## config.mk

```make
export PLATFORM = sky130hd
export DESIGN_NAME = cnn_layer_hdl
export DESIGN_NICKNAME = d
export VERILOG_FILES = /design/src/rtl/cnn_layer_pkg.sv /design/src/rtl/cnn_tile.sv /design/src/rtl/cnn_layer_hdl.sv
export SDC_FILE = /design/constraint.sdc
export NUM_CORES = 1
export LEC_CHECK = 0
export CELL_PAD_IN_SITES_DETAIL_PLACEMENT = 0
export CELL_PAD_IN_SITES_GLOBAL_PLACEMENT = 1
export CORE_UTILIZATION = 35
export CTS_CLUSTER_DIAMETER = 200
export DETAILED_ROUTE_END_ITERATION = 6
export HOLD_SLACK_MARGIN = 0.1
export PLACE_DENSITY = 0.75
export SLEW_MARGIN = 20
export SYNTH_ARGS = -nofsm -noshare
export SYNTH_HDL_FRONTEND = slang
export SYNTH_HIERARCHICAL = 1
export SYNTH_SLANG_ARGS = --single-unit
```

## constraint.sdc

```tcl
create_clock -name clk -period 8.96 [get_ports clk]
set_input_delay 1.344 -clock clk [delete_from_list [all_inputs] [get_ports clk]]
set_output_delay 1.344 -clock clk [all_outputs]
set_load 0.01 [all_outputs]
```

## src/rtl/cnn_layer_pkg.sv

```systemverilog
// Shared widths, constant image/kernel ROMs and FSM encoding for the
// fixed-function 4x4 image, two-kernel 3x3 convolution layer.
package cnn_layer_pkg;

  localparam int DATA_W  = 8;
  localparam int ACC_W   = 16;
  localparam int IMG_DIM = 4;
  localparam int KER_DIM = 3;
  localparam int NUM_TAPS = KER_DIM * KER_DIM;

  typedef logic signed [DATA_W-1:0] data_t;
  typedef logic signed [ACC_W-1:0]  acc_t;

  // Element 0 sits at the LSB: pixel p(r,c) = 4r + c + 1 lives at index 4r + c.
  localparam logic [15:0][7:0] IMAGE_ROM = {
    8'd16, 8'd15, 8'd14, 8'd13, 8'd12, 8'd11, 8'd10, 8'd9,
    8'd8,  8'd7,  8'd6,  8'd5,  8'd4,  8'd3,  8'd2,  8'd1
  };

  // Row-major window index k; each kernel1 row reads [1, 0, -1] from k%3 = 0..2.
  localparam logic [8:0][7:0] KERNEL0 = {9{8'h01}};
  localparam logic [8:0][7:0] KERNEL1 = {3{8'hFF, 8'h00, 8'h01}};

  typedef enum logic [1:0] {
    IDLE,
    MAC,
    DONE
  } state_t;

  function automatic logic [3:0] image_addr(input int row, input int col);
    return 4'(row * IMG_DIM + col);
  endfunction

endpackage

```

## src/rtl/cnn_tile.sv

```systemverilog
// One output position of the layer: walks its 3x3 window over nine cycles and
// accumulates both kernel responses, then holds them until the next completed run.
module cnn_tile
  import cnn_layer_pkg::*;
#(
  parameter int ROW0 = 0,
  parameter int COL0 = 0
) (
  input  logic clk,
  input  logic rst,
  input  logic start,
  output logic finished,
  output acc_t out_w0,
  output acc_t out_w1
);

  state_t     state_q, state_d;
  logic [3:0] k;
  acc_t       acc0, acc1;
  acc_t       prod0, prod1, sum0, sum1;
  data_t      pixel, weight0, weight1;
  logic       accept, last;

  // NOTE: every variable driven here gets a default first, so no path can
  // leave a value unassigned and infer a latch.
  always_comb begin
    state_d = state_q;
    case (state_q)
      IDLE:    if (start) state_d = MAC;
      MAC:     if (k == 4'd8) state_d = DONE;
      DONE:    if (start) state_d = MAC;
      default: state_d = IDLE;
    endcase
  end

  always_ff @(posedge clk or posedge rst) begin
    if (rst) state_q <= IDLE;
    else     state_q <= state_d;
  end

  always_comb begin
    pixel   = data_t'(IMAGE_ROM[image_addr(ROW0 + int'(k) / KER_DIM,
                                           COL0 + int'(k) % KER_DIM)]);
    weight0 = data_t'(KERNEL0[k]);
    weight1 = data_t'(KERNEL1[k]);
    // Sign-extend both operands first so the product is a true signed 16-bit value.
    prod0   = acc_t'(pixel) * acc_t'(weight0);
    prod1   = acc_t'(pixel) * acc_t'(weight1);
    sum0    = acc0 + prod0;
    sum1    = acc1 + prod1;
    accept  = start && (state_q != MAC);
    last    = (state_q == MAC) && (k == 4'd8);
  end

  // NOTE: state is updated with non-blocking assignments so every flop samples
  // pre-edge values regardless of statement order.
  always_ff @(posedge clk or posedge rst) begin
    if (rst) begin
      k        <= '0;
      acc0     <= '0;
      acc1     <= '0;
      out_w0   <= '0;
      out_w1   <= '0;
      finished <= 1'b0;
    end else if (accept) begin
      k        <= '0;
      acc0     <= '0;
      acc1     <= '0;
      finished <= 1'b0;
    end else if (state_q == MAC) begin
      acc0 <= sum0;
      acc1 <= sum1;
      k    <= k + 4'd1;
      if (last) begin
        out_w0   <= sum0;
        out_w1   <= sum1;
        finished <= 1'b1;
        k        <= '0;
      end
    end
  end

endmodule

```

## src/rtl/cnn_layer_hdl.sv

```systemverilog
// Top of the CNN layer: four lockstep tiles, one per 2x2 output position,
// sharing a single start request.
module cnn_layer_hdl
  import cnn_layer_pkg::*;
(
  input  logic              clk,
  input  logic              rst,
  input  logic              memclk,
  input  logic              start,
  output logic              finished0,
  output logic              finished1,
  output logic              finished2,
  output logic              finished3,
  output logic [ACC_W-1:0]  T0_outputW0,
  output logic [ACC_W-1:0]  T0_outputW1,
  output logic [ACC_W-1:0]  T1_outputW0,
  output logic [ACC_W-1:0]  T1_outputW1,
  output logic [ACC_W-1:0]  T2_outputW0,
  output logic [ACC_W-1:0]  T2_outputW1,
  output logic [ACC_W-1:0]  T3_outputW0,
  output logic [ACC_W-1:0]  T3_outputW1
);

  // Legacy pin kept for board compatibility; shares the clk source and drives nothing.
  logic unused_memclk;
  assign unused_memclk = memclk;

  cnn_tile #(.ROW0(0), .COL0(0)) u_tile0 (
    .clk(clk), .rst(rst), .start(start),
    .finished(finished0), .out_w0(T0_outputW0), .out_w1(T0_outputW1)
  );

  cnn_tile #(.ROW0(0), .COL0(1)) u_tile1 (
    .clk(clk), .rst(rst), .start(start),
    .finished(finished1), .out_w0(T1_outputW0), .out_w1(T1_outputW1)
  );

  cnn_tile #(.ROW0(1), .COL0(0)) u_tile2 (
    .clk(clk), .rst(rst), .start(start),
    .finished(finished2), .out_w0(T2_outputW0), .out_w1(T2_outputW1)
  );

  cnn_tile #(.ROW0(1), .COL0(1)) u_tile3 (
    .clk(clk), .rst(rst), .start(start),
    .finished(finished3), .out_w0(T3_outputW0), .out_w1(T3_outputW1)
  );

endmodule

```

# --- Yosys cells after proc, flatten, opt, wreduce, memory -nomap -nowiden ---
# Memories as Yosys holds them, arrays and structs flattened.
# Cells that the tools add are included.
totals:
  reg_bits: 284
  latchBits: 0
  ramBits: 0
  romBits: 1536
  input_bits: 4
  output_inout_bits: 132
  word_cells: 209
  n_memories: 12
memory_table:
  columns: ["name", "words", "width", "rd", "rd_clocked_by_memory_dff", "write_ports", "line_no", "rtl"]
  rows:
  - ["(name not given)", 16, 8, 1, 0, 0, "cnn_tile.sv:45", "weight1 = data_t'(KERNEL1[k]);"]
  - ["(name not given)", 16, 8, 1, 0, 0, "cnn_tile.sv:44", "weight0 = data_t'(KERNEL0[k]);"]
  - ["(name not given)", 16, 8, 1, 0, 0, "cnn_tile.sv:42", "pixel = data_t'(IMAGE_ROM[image_addr(ROW0 + int'(k) / KER_DIM,"]
  - ["(name not given)", 16, 8, 1, 0, 0, "cnn_tile.sv:44", null]
  - ["(name not given)", 16, 8, 1, 0, 0, "cnn_tile.sv:45", null]
  - ["(name not given)", 16, 8, 1, 0, 0, "cnn_tile.sv:42", null]
  - ["+6 memories", null, null, null, null, null, null, null]
op_classes:
  add_sub_neg: 20
  multipliers: 8
  n_div: 8
  n_lt_le_gt_ge: 8
  n_eq_ne: 24
  n_shift: 0
  mux: 61
  n_bitwise: 4
  reduce_logical: 36
ops:
  columns: ["op", "count"]
  rows:
  - ["$mux 16", 16]
  - ["$add 16x16->16", 8]
  - ["$div 5x3->32 const B", 4]
  - ["$mod 5x3->32 const B", 4]
  - ["$mul 8x8->16", 8]
  - ["$mux 8", 12]
  - ["$mux 4", 12]
  - ["$lt 4x5->1 const B", 8]
  - ["$ne 2x1->1 const B", 12]
  - ["$add 4x1->4 const B", 4]
  - ["$add 4x4->4", 4]
  - ["$eq 4x4->1 const B", 4]
  - ["$pmux 2 s2", 4]
  - ["$reduce_and 2->1", 8]
  - ["$reduce_bool 2->1", 8]
  - ["$mux 1", 12]
  - ["$reduce_and 3->1", 4]
  - ["$mux 2", 5]
  - ["$add 2x4->4 const A", 2]
  - ["$eq 2x1->1 const B", 4]
  - ["$eq 2x2->1 const B", 4]
  - ["$logic_and 1x1->1", 8]
  - ["$logic_not 2->1", 4]
  - ["$reduce_or 2->1", 4]
  - ["2 further kinds", 6]

# --- Longest topological paths before layout ---
# Gate-level depths: netlist (run 1).
logic_depth:
  word_depth: 9
  mapped_depth: 38
  ltp_nobuf: 36

# --- By module ---
# The synthesis (run 1) kept the hierarchy.
modules_own_cells:
  columns: ["module", "n_inst", "cells_per_inst", "area_each_um2", "seq_area_each_um2"]
  rows:
  - ["cnn_tile at u_tile2", 1, 611, 5582.9, 1776.7]
  - ["cnn_tile at u_tile0", 1, 600, 5530.3, 1776.7]
  - ["cnn_tile at u_tile3", 1, 591, 5525.3, 1776.7]
  - ["cnn_tile at u_tile1", 1, 590, 5501.5, 1776.7]

# --- Worst setup path after synthesis (run 1) ---
# No wires, ideal clock.
synth_path:
  path_kind: "register to register"
  from: "register u_tile1.k[2]"
  to: "register u_tile1.out_w1[14]"
  setup_time_ps: 125
  arrival_ps: 8128
  t_required_ps: 8835
  slack_ps: 708
  path_stages_with_launch: 38
  n_path_buf: 2
  synth_period_minus_slack_ps: 8252
  cell_sequence: "dfrtp_1 > buf_4 > nor2b_1 > ha_1 > ha_1 > buf_2 > nor4_1 > nor2_1 > ha_1 > a21oi_1 > o21ai_1 > a211o_1 > xnor2_2 > inv_2 > ha_1 > xor2_1 > nand2b_1 > mux2i_1 > [... 2 more ...] > fa_1 > fa_1 > inv_1 > ha_1 > inv_1 > fa_1 > inv_1 > ha_1 > ha_1 > fa_1 > a21o_1 > a21oi_1 > nor2b_1 > o21a_1 > o41a_1 > a31oi_1 > xnor2_1 > mux2_2"
synth_between:
  elab_chain_cells: 7
  word_cells_on_any_way: 13
  classes_between: "add/sub: 3; mul: 1; div: 2; eq/ne: 1; mux: 2; reduce/logical: 2; memory: 2"
synth_rtl:
  columns: ["element", "line_no", "rtl"]
  rows:
  - ["start: declaration", "cnn_tile.sv:18", "logic [3:0] k;"]
  - ["start signal: assignment", "cnn_tile.sv:73", "k <= k + 4'd1;"]
  - ["$mod 5x3->32", "cnn_tile.sv:43", "COL0 + int'(k) % KER_DIM)]);"]
  - ["$add 2x4->4", "cnn_tile.sv:43", null]
  - ["$add 4x4->4", "cnn_layer_pkg.sv:31", "return 4'(row * IMG_DIM + col);"]
  - ["$mem_v2 16x8", null, null]
  - ["$mux 8 (not written as such)", "cnn_tile.sv:42", null]
  - ["$mul 8x8->16", "cnn_tile.sv:48", "prod1 = acc_t'(pixel) * acc_t'(weight1);"]
  - ["$add 16x16->16", "cnn_tile.sv:50", "sum1 = acc1 + prod1;"]
  - ["end signal: assignment", "cnn_tile.sv:76", "out_w1 <= sum1;"]
  - ["end: declaration", "cnn_tile.sv:14", "output acc_t out_w1"]
# Several ways; a longest one is shown, not always the timed one. The select of a mux whose other input is x is not followed.
# A chain may end at the register's enable or synchronous reset.

# --- Final worst setup path (run 1) ---
layout_path:
  from: "register u_tile1.k[3]"
  to: "register u_tile1.out_w1[14]"
# The elaborated chain is that of the path after synthesis.

==> impl_metrics.ini, run 1 <==
[global_route]
grt_pass1_wl_mm = 85.9
grt_pass1_vias = 17000
grt_max_degree = 72
grtUsageTotal_pct = 16.4
antenna_found_initial = 0
grt-ovfl-total = 0

[clocking]
clkTransAtPathRegs_ns = 0.06
root_buffer = clkbuf_16
insertion_delay_ns = 0.56
clockBufferDepth = 3
htree_levels = 2
clock-sinks = 284
tritoncts = done
numCtsBuffers = 38
ctsHoldBuffers = 0

[critical_path]
crit_fanout = 10
cpMaxStageDelayCell = fa_1
critPathKind = reg2reg
r2r-start = u_tile1/k[3]$_DFFE_PP0P_
max_stage_delay_ns = 0.53
worst-endpoint-required_ns = 9.39
rrSetupSlack_ns = 0.46
timing.reg2reg.worst_path_depth = 35
startpoint_type = flip-flop
crit_arrival_ns = 8.93
end_kind = flip-flop
timing.rr.end = u_tile1/out_w1[14]$_DFFE_PP0P_

[synthesis]
synthCells = 2392
syn-cell-area_um2 = 22100
synth_edf_count = 0
ys_top_cells_by_area = dfrtp_1, ha_1, fa_1
synth_ff_type = dfrtp_1
ys_async_sr_fraction_pct = 100
yosysTopAreaCell = dfrtp_1
syn_nets = 2831
synth-seq-area-share_pct = 32.1
ys_ff_latch = 284
synth_top_area_share_pct = 32.1
ys_warn_count = 6
syn_area_per_cell_um2 = 9.26
yosysUniqueCellTypes = 96

[route]
drc = 0
drt-initial-drc-count = 628
wire_per_inst_um = 15.2
ant_nets = 0
wl_mm = 51.5
via_count = 16800
vias_per_cell = 4.95
firstDrtPassIters = 5

[sta]
fmax_mhz = 118
finalCritPeriodShare_pct = 94.8
relSlewSlack_pct = 36.4
tightest_slew_ns = 0.954
hold_viol_final = 0
post-route-min-period_ns = 8.50
setup-tns-final_ns = 0
setup-violations-final = 0
finalClockSkew_ns = 0.0181
slew_violations = 0
hold_slack_ns = 0.471

[hold_path]
min_from = u_tile3/out_w1[10]$_DFFE_PP0P_
whs_endpoint = u_tile3/out_w1[10]$_DFFE_PP0P_
worstHoldPathCells = 2
min_path_type = reg2reg

[layout]
area_delta_synth_final_pct = 16.5
final_core_util_pct = 41.6
final_nets = 2959
layout_common_cells = nand2_1, ha_1, dfrtp_1
ff_latch_area_um2 = 7110
antenna_cells = 0
drive_above_1_share_pct = 7.26
layout_commonest_cell = nand2_1
fillerInstances = 6108
multi_input_area_um2 = 13800

[placement]
dpl.hpwl_mm = 37.6
io_buffers = 134
place_congestion = 0.862

[floorplan]
initial_utilization_pct = 35.7
chipHeight_um = 254
rows = 91
die-width_um = 254
dieArea_um2 = 64300
boundaryPins = 136
coreArea_um2 = 62100

[flow_run]
cap_violations = 0

[run_status]
outcome = complete, no violations
## metal layers
layer	GRT usage [%]	share of wire [%]	up-vias
met1	22.0	47	8161
met5	0	0	-
met4	4.12	1.8	0
met2	27.3	47	269
met3	2.83	4.3	56
li1	-	-	8267
## synth_stat cells (6+ instances only)
cell      count
nor2b_1      19
buf_1         9
ha_1        333
a31oi_1      16
nor2_1      102
nor3_1       11
nand2_1     480
nand2b_1     21
o21ai_0     165
dfrtp_1     284
o21a_1        8
xor2_1       38
nand3_1     118
a21o_1       39
xnor2_1      90
xnor2_2       7
a22o_1        7
a211o_1       6
inv_1       225
o31ai_1      23
nor4_1        7
a211oi_1      9
o21bai_1     13
a21oi_1      51
fa_1        102
and2_1       13
clkbuf_1     67
mux2i_1       7
## worst max-delay path by stage
stage | start | endpoint | depth (start not counted)
2_1_floorplan | u_tile1/k[2]$_DFFE_PP0P_ | u_tile1/out_w1[14]$_DFFE_PP0P_ | 37
3_3_place_gp | u_tile1/k[2]$_DFFE_PP0P_ | u_tile1/out_w1[14]$_DFFE_PP0P_ | 33
3_5_place_dp | u_tile1/k[2]$_DFFE_PP0P_ | u_tile1/out_w1[14]$_DFFE_PP0P_ | 33
4_1_cts | u_tile1/k[2]$_DFFE_PP0P_ | u_tile1/out_w1[14]$_DFFE_PP0P_ | 33
5_1_grt | u_tile1/k[2]$_DFFE_PP0P_ | u_tile1/out_w1[14]$_DFFE_PP0P_ | 35
6_report | u_tile1/k[3]$_DFFE_PP0P_ | u_tile1/out_w1[14]$_DFFE_PP0P_ | 35
## worst max-delay path: cells and delay by family (launching register included)
family,cells,cell delay (ns)
AO/OA/AOI/OAI,8,1.79
XOR/XNOR,3,0.57
adder cells (fa/ha/maj),10,3.50
buffers and inverters,6,0.49
flip-flops,1,0.48
multiplexers,2,0.41
AND/OR/NAND/NOR,6,1.15
## logic make-up (layout without fill, tap and decap cells)
logic type	Yosys count	after routing	share of synthesized area, %
and+or+nand+nor	804	804	15.7
adders and majority gates	435	435	28.0
AOI/OAI and AO/OA	394	394	11.8
buffers and inverters	323	479	5.82
DFF	284	284	32.1
xor gates and xnor gates	138	138	5.85
muxes	14	14	0.701
## layout make-up
| cell class | instances | area share, % |
|---|---|---|
| Multi-Input combinational cell | 1785 | 53.6 |
| Clock inverter | 19 | 0.776 |
| Inverter | 233 | 3.42 |
| Timing Repair Buffer | 178 | 6.48 |
| Tap cell | 837 | 4.06 |
| Sequential cell | 284 | 27.6 |
| Clock buffer | 49 | 4.08 |
## repair_timing
action | 4_1_cts | 5_1_grt
hold endpoints to repair | 0 | 0
endpoints found under the setup margin | 0 | 17
gates resized for setup | 0 | 13
buffers inserted | 0 | 5
## metrics by stage
stage	setup WS, ns	std cells	instance area, um2
global placement	0.410	3312	24400
global route	-0.0230	3385	25800
detailed placement	0.172	3312	24400
finish	0.464	3385	25800
floorplan	0.708	2392	22100
CTS	0.127	3380	25700
Power of run 1 is not shown: default switching activity piles up to over one toggle a cycle in this logic, so the estimate is an artifact.
==> run 2, diff against run 1 <==
--- a/config.mk
+++ b/config.mk
@@ -10,9 +10,9 @@
 export CORE_UTILIZATION = 35
 export CTS_CLUSTER_DIAMETER = 200
 export DETAILED_ROUTE_END_ITERATION = 6
+export GPL_ROUTABILITY_DRIVEN = 0
 export HOLD_SLACK_MARGIN = 0.1
 export PLACE_DENSITY = 0.75
-export SLEW_MARGIN = 20
 export SYNTH_ARGS = -nofsm -noshare
 export SYNTH_HDL_FRONTEND = slang
 export SYNTH_HIERARCHICAL = 1
==> results of run 2 <==
Same layout as run 1: the final DEF is identical, and so are final timing and power.
Power of run 2 is left out for the same reason.
